**src/rtl/wb_pkg.sv**
```systemverilog
// Shared types and helpers for the Wishbone classic master (wishbone_master_n).
package wb_pkg;

   typedef enum logic [0:0] {
      IDLE = 1'b0,
      BUS  = 1'b1
   } bus_state_t;

   localparam int WB_DATA_W = 32;
   localparam int WB_SEL_W  = 4;

   // A request with no byte enables is a read and selects the whole word.
   function automatic logic [WB_SEL_W-1:0] sel_for_req(input logic [WB_SEL_W-1:0] we);
      if (we == {WB_SEL_W{1'b0}}) begin
         return {WB_SEL_W{1'b1}};
      end else begin
         return we;
      end
   endfunction

endpackage

```
**src/rtl/wb_addr_decoder.sv**
```systemverilog
// Maps the slave-select field of a request address onto a one-hot slave vector.
module wb_addr_decoder
   import wb_pkg::*;
#(
   parameter int NUM_SLAVES = 4,
   parameter int SEL_LSB    = 16,
   parameter int SEL_W      = 2
) (
   input  logic [31:0]           mem_addr_i,
   output logic [NUM_SLAVES-1:0] onehot_o,
   output logic                  valid_o
);

   logic [SEL_W-1:0] idx_s;
   logic             unused_addr_s;

   assign unused_addr_s = ^mem_addr_i;

   // Index extraction, range check and one-hot expansion.
   always_comb begin
      idx_s    = mem_addr_i[SEL_LSB+SEL_W-1:SEL_LSB];
      onehot_o = {NUM_SLAVES{1'b0}};
      valid_o  = ({1'b0, idx_s} < (SEL_W+1)'(NUM_SLAVES));
      for (int i = 0; i < NUM_SLAVES; i++) begin
         onehot_o[i] = (idx_s == SEL_W'(i));
      end
   end

endmodule

```
**src/rtl/wishbone_master_n.sv**
```systemverilog
// Wishbone classic master bridging the uncached port to NUM_SLAVES peripherals.
// Optional bus timeout/abort path enabled by defining WB_TIMEOUT_EN.
module wishbone_master_n
   import wb_pkg::*;
#(
   parameter int NUM_SLAVES = 4,
   parameter int ADDR_W     = 16,
   parameter int SEL_LSB    = 16,
   parameter int SEL_W      = 2,
   parameter int TIMEOUT    = 255
) (
   input  logic                            clk_i,
   input  logic                            rst_n_i,
   input  logic                            mem_req_i,
   input  logic [WB_SEL_W-1:0]             mem_we_i,
   input  logic [31:0]                     mem_addr_i,
   input  logic [WB_DATA_W-1:0]            mem_data_i,
   output logic [WB_DATA_W-1:0]            mem_data_o,
   output logic                            mem_ready_o,
   output logic                            mem_err_o,
   input  logic [NUM_SLAVES-1:0]           slave_ack_i,
   input  logic [WB_DATA_W*NUM_SLAVES-1:0] slave_data_i,
   output logic [NUM_SLAVES-1:0]           slave_cyc_o,
   output logic                            wb_stb_o,
   output logic                            wb_we_o,
   output logic [WB_SEL_W-1:0]             wb_sel_o,
   output logic [ADDR_W-1:0]               wb_adr_o,
   output logic [WB_DATA_W-1:0]            wb_dat_o
);

   bus_state_t             state_q, state_d;
   logic [NUM_SLAVES-1:0]  cyc_q, cyc_d;
   logic                   stb_q, stb_d;
   logic                   we_q, we_d;
   logic [WB_SEL_W-1:0]    sel_q, sel_d;
   logic [ADDR_W-1:0]      adr_q, adr_d;
   logic [WB_DATA_W-1:0]   dat_q, dat_d;
   logic [WB_DATA_W-1:0]   rdata_q, rdata_d;
   logic                   ready_q, ready_d;
   logic                   err_q, err_d;

   logic [NUM_SLAVES-1:0]  dec_onehot_s;
   logic                   dec_valid_s;
   logic [WB_DATA_W-1:0]   rsel_s;
   logic                   ack_s;

`ifdef WB_TIMEOUT_EN
   localparam int TMO_W = $clog2(TIMEOUT);
   logic [TMO_W-1:0]       tmo_q, tmo_d;
`endif

   wb_addr_decoder #(
      .NUM_SLAVES (NUM_SLAVES),
      .SEL_LSB    (SEL_LSB),
      .SEL_W      (SEL_W)
   ) u_dec (
      .mem_addr_i (mem_addr_i),
      .onehot_o   (dec_onehot_s),
      .valid_o    (dec_valid_s)
   );

   // The registered one-hot CYC doubles as the selector, so stray ACKs/data are masked.
   always_comb begin
      rsel_s = {WB_DATA_W{1'b0}};
      for (int i = 0; i < NUM_SLAVES; i++) begin
         if (cyc_q[i]) begin
            rsel_s = rsel_s | slave_data_i[WB_DATA_W*i +: WB_DATA_W];
         end else begin
            rsel_s = rsel_s;
         end
      end
      ack_s = |(slave_ack_i & cyc_q);
   end

   // Next-state and registered-output computation.
   always_comb begin
      state_d = state_q;
      cyc_d   = cyc_q;
      stb_d   = stb_q;
      we_d    = we_q;
      sel_d   = sel_q;
      adr_d   = adr_q;
      dat_d   = dat_q;
      rdata_d = rdata_q;
      ready_d = 1'b0;
      err_d   = 1'b0;
`ifdef WB_TIMEOUT_EN
      tmo_d   = tmo_q;
`endif
      case (state_q)
         IDLE: begin
            if (mem_req_i && dec_valid_s) begin
               adr_d   = mem_addr_i[ADDR_W-1:0];
               dat_d   = mem_data_i;
               we_d    = |mem_we_i;
               sel_d   = sel_for_req(mem_we_i);
               cyc_d   = dec_onehot_s;
               stb_d   = 1'b1;
               state_d = BUS;
`ifdef WB_TIMEOUT_EN
               tmo_d   = {TMO_W{1'b0}};
`endif
            end else if (mem_req_i) begin
               ready_d = 1'b1;
               err_d   = 1'b1;
               rdata_d = {WB_DATA_W{1'b0}};
            end else begin
               state_d = IDLE;
            end
         end
         BUS: begin
            if (ack_s) begin
               cyc_d   = {NUM_SLAVES{1'b0}};
               stb_d   = 1'b0;
               ready_d = 1'b1;
               rdata_d = we_q ? {WB_DATA_W{1'b0}} : rsel_s;
               state_d = IDLE;
`ifdef WB_TIMEOUT_EN
            end else if (tmo_q == TMO_W'(TIMEOUT-1)) begin
               cyc_d   = {NUM_SLAVES{1'b0}};
               stb_d   = 1'b0;
               ready_d = 1'b1;
               err_d   = 1'b1;
               rdata_d = {WB_DATA_W{1'b0}};
               state_d = IDLE;
            end else begin
               tmo_d   = tmo_q + TMO_W'(1);
            end
`else
            end else begin
               state_d = BUS;
            end
`endif
         end
         default: begin
            state_d = IDLE;
            cyc_d   = {NUM_SLAVES{1'b0}};
            stb_d   = 1'b0;
         end
      endcase
   end

   // State and output registers.
   always_ff @(posedge clk_i or negedge rst_n_i) begin
      if (!rst_n_i) begin
         state_q <= IDLE;
         cyc_q   <= {NUM_SLAVES{1'b0}};
         stb_q   <= 1'b0;
         we_q    <= 1'b0;
         sel_q   <= {WB_SEL_W{1'b0}};
         adr_q   <= {ADDR_W{1'b0}};
         dat_q   <= {WB_DATA_W{1'b0}};
         rdata_q <= {WB_DATA_W{1'b0}};
         ready_q <= 1'b0;
         err_q   <= 1'b0;
`ifdef WB_TIMEOUT_EN
         tmo_q   <= {TMO_W{1'b0}};
`endif
      end else begin
         state_q <= state_d;
         cyc_q   <= cyc_d;
         stb_q   <= stb_d;
         we_q    <= we_d;
         sel_q   <= sel_d;
         adr_q   <= adr_d;
         dat_q   <= dat_d;
         rdata_q <= rdata_d;
         ready_q <= ready_d;
         err_q   <= err_d;
`ifdef WB_TIMEOUT_EN
         tmo_q   <= tmo_d;
`endif
      end
   end

   assign slave_cyc_o = cyc_q;
   assign wb_stb_o    = stb_q;
   assign wb_we_o     = we_q;
   assign wb_sel_o    = sel_q;
   assign wb_adr_o    = adr_q;
   assign wb_dat_o    = dat_q;
   assign mem_data_o  = rdata_q;
   assign mem_ready_o = ready_q;
   assign mem_err_o   = err_q;

endmodule

```
**config.mk**
```make
export PLATFORM = sky130hd
export DESIGN_NAME = wishbone_master_n
export DESIGN_NICKNAME = d
export VERILOG_FILES = /design/src/rtl/wb_pkg.sv /design/src/rtl/wb_addr_decoder.sv /design/src/rtl/wishbone_master_n.sv
export SDC_FILE = /design/constraint.sdc
export NUM_CORES = 1
export LEC_CHECK = 0
export CORE_MARGIN = 5
export CORE_UTILIZATION = 35
export DETAILED_ROUTE_END_ITERATION = 16
export DONT_BUFFER_PORTS = 1
export PLACE_DENSITY_LB_ADDON = 0.08
export SLEW_MARGIN = 20
export SYNTH_ARGS = -nofsm -noshare
export SYNTH_HDL_FRONTEND = slang
export SYNTH_SLANG_ARGS = --single-unit
```
**constraint.sdc**
```tcl
create_clock -name clk_i -period 4.7 [get_ports clk_i]
set_clock_uncertainty 0.15 [all_clocks]
set_input_delay 0.94 -clock clk_i [delete_from_list [all_inputs] [get_ports clk_i]]
set_output_delay 0.94 -clock clk_i [all_outputs]
set_load 0.05 [all_outputs]
```
==> metrics <==
Cell Pwr Density=1000 nW/um^2; Final Hold Viols=0; DRT iter0 DRCs=152; CTS Buf Count=9; most frequent cells in the layout=nand2_1 (157), dfrtp_1 (90), a22oi_1 (64); row count=40; pre-CTS WS=around 1.9 ns; total of max-cap violations=0; Cell Area, Synth=4270 sq um; Die Area=14500 sq um; DR vias/cell=approximately 5.6; CP peak stage delay=0.99 ns; overall power=4.64 mW; Worst-Skew Late Latency=0.32 ns; largest net degree at the start of global routing=93; combinational share of power=about a quarter; proportion of layout cells with a drive suffix above 1=between 10% and 20%; Avg Inst Size Synth=between 9 and 10 sq um; clk slew on worst S/H paths=0.06 ns; vias in the first global route=3162; crit path launch type=flip-flop; initial core utilization=35.6%; Syn. warnings=0; vias post-DR=3192; Syn Nets=644; H-Tree Depth=3; Clock Power Share=between 15 and 20%; RSZ-0062 raised after global routing=false; Pint=about 2.1 mW; Post-Syn Instances=441; antenna-violating nets left=0; final period utilization=59.2%; setup tns final=0 ns; WP data arrival=2.84 ns; IO Pins=roughly 300; final setup violation count=0; Slowest-stage cell, CP=dfrtp_2; flops & latches, synth=92; postcts setup bufs=0; CTS resizes=0; Longest Clk Path Bufs=2; Buf+Inv Stages, Crit Path=1; GPL Wtd Cong=0.740; Diodes inserted=0; CTS tree=built; Die X=120 um; Hold WC Path Type=input port to asynchronous set/reset pin; status=completed; VDD IR-drop max=0.000407 V; clk sinks=92; Post-route DRC=0; Synth cell types=23; CP Class=flip-flop to flip-flop; CP Max Fanout=35; gr ovfl total=0; critical path, cell by cell=a22oi_4 -> a21boi_4 -> buf_4 -> mux2_2; # port buffers=0; Placeable Area=12000 sq um; fraction of power spent switching nets=55.4%; Worst slew margin=36.7%; wire per inst=about 21 um; Final Critical Period=2.78 ns; global-route wire length before repair=17800 um; family with the most delay on the worst path=flip-flops; PnR worst setup slack=1.92 ns; Final Max Tran Viols=0; NetSw=between 2 and 3 mW; initial antenna violation count=0; area of the multi-input gates=roughly 1800 sq um; overall routed net length=approximately 12000 um; HPWL after detailed placement=8650 um; Seq. cell area=around 2300 sq um; Crit path required time=4.76 ns; Post-CTS Hold Buffers=0; CP endpoint kind=flip-flop; Root Buffer Master=clkbuf_16; DR pass1 iterations=5; die height=120 um; register area share after synthesis=about 54%; final net count=624; most common cell after layout, fill and taps aside=nand2_1; area grow syn2layout=8.49%; actual slew at the worst max-slew pin=0.949 ns; power share of the sequential group=60.2%; Layout fillers=1228; Lkg Pwr=2.15 nW; achievable frequency=roughly 0.36 GHz; all-layer global routing usage=15.7%
## cell families (layout without fill, tap and decap cells)
family                 Yosys count  after routing  synth area share (%)
muxes                           32             32                  8.70
buffers and inverters           41             25                  4.89
DFF                             92             92                  53.9
AOI/OAI and AO/OA              109            109                  17.6
and+or+nand+nor                166            166                  14.9
other                            1              1                0.0878
## power groups by stage
| stage | clock network, mW | registers [mW] | logic, mW |
|---|---|---|---|
| floorplan | 0 | 2.69 | 1.01 |
| global placement | 0 | 2.83 | 1.13 |
| detailed placement | 0 | 2.82 | 1.16 |
| CTS | 0.728 | 2.81 | 1.15 |
| global route | 0.758 | 2.85 | 1.30 |
| finish | 0.699 | 2.80 | 1.15 |
## synthesized netlist by cell type
cell | number | share of area, %
a21boi_2 | 1 | 0.26
a21oi_1 | 32 | 3.7
a22oi_1 | 64 | 11
a22oi_2 | 1 | 0.29
a22oi_4 | 1 | 0.50
buf_1 | 1 | 0.088
buf_2 | 14 | 1.6
buf_4 | 4 | 0.70
buf_6 | 3 | 0.79
clkbuf_1 | 16 | 1.4
conb_1 | 1 | 0.088
dfrtp_1 | 92 | 54
inv_1 | 3 | 0.26
mux2_2 | 29 | 7.6
mux2_4 | 3 | 1.1
nand2_1 | 157 | 14
nand2b_1 | 1 | 0.15
nor2_1 | 2 | 0.18
nor2b_1 | 1 | 0.15
nor3_1 | 4 | 0.47
nor4_1 | 1 | 0.15
o21ai_0 | 6 | 0.70
o32ai_1 | 4 | 0.82
## layout make-up
| cell class | instances | area share (%) |
|---|---|---|
| Clock buffer | 11 | 5.02 |
| Clock inverter | 4 | 1.11 |
| Inverter | 3 | 0.243 |
| Multi-Input combinational cell | 308 | 38.4 |
| Sequential cell | 92 | 49.7 |
| Tap cell | 147 | 3.97 |
| Timing Repair Buffer | 7 | 1.57 |
## worst register-to-register path, cell delays in order, from the launching register on
cell and delay [ns]:
dfrtp_2 0.99, a22oi_4 0.11, a21boi_4 0.69, buf_4 0.37, mux2_2 0.37
## path summary, 6_finish.rpt
| kind | startpoint | endpoint | slack (ns) | cells past startpoint |
|---|---|---|---|---|
| worst max-delay path | slave_cyc_o[3] | mem_data_o[1] | 1.92 | 4 |
| worst min-delay path | rst_n_i | mem_data_o[20] | 0.16 | 0 |
| worst max register to register | slave_cyc_o[3] | mem_data_o[1] | 1.92 | 4 |
| worst min register to register | state_q | state_q | 0.47 | 2 |
| max in group asynchronous | rst_n_i | wb_we_o | 4.01 | 0 |
| min in group clk_i | state_q | state_q | 0.47 | 2 |
## stage by stage
step	std cells	utilization (%)	area (sq um)	hold WS (ns)
6_report	572	38.6	4640	0.157
5_1_grt	572	38.6	4640	0.129
4_1_cts	571	38.4	4610	0.137
3_5_place_dp	556	36.0	4320	0.467
3_3_place_gp	556	36.0	4320	0.458
2_1_floorplan	441	-	4270	0.335
## layer usage
metal,vias up,wire [um],GRT usage [%]
li1,1476,-,-
met3,15,1260,6.92
met1,1522,4620,18.8
met4,0,223,4.82
met5,-,0,0
met2,179,5810,25.5
## state kept, by name, summed over array words and instances (netlist names)
| signal | count |
|---|---|
| mem_ready_o | 1 |
| state_q | 1 |
| wb_sel_o | 4 |
| mem_data_o | 32 |
| wb_adr_o | 16 |
| wb_stb_o | 1 |
| wb_dat_o | 32 |
| wb_we_o | 1 |
| slave_cyc_o | 4 |
Note: power is estimated with default switching activity, not from simulation.
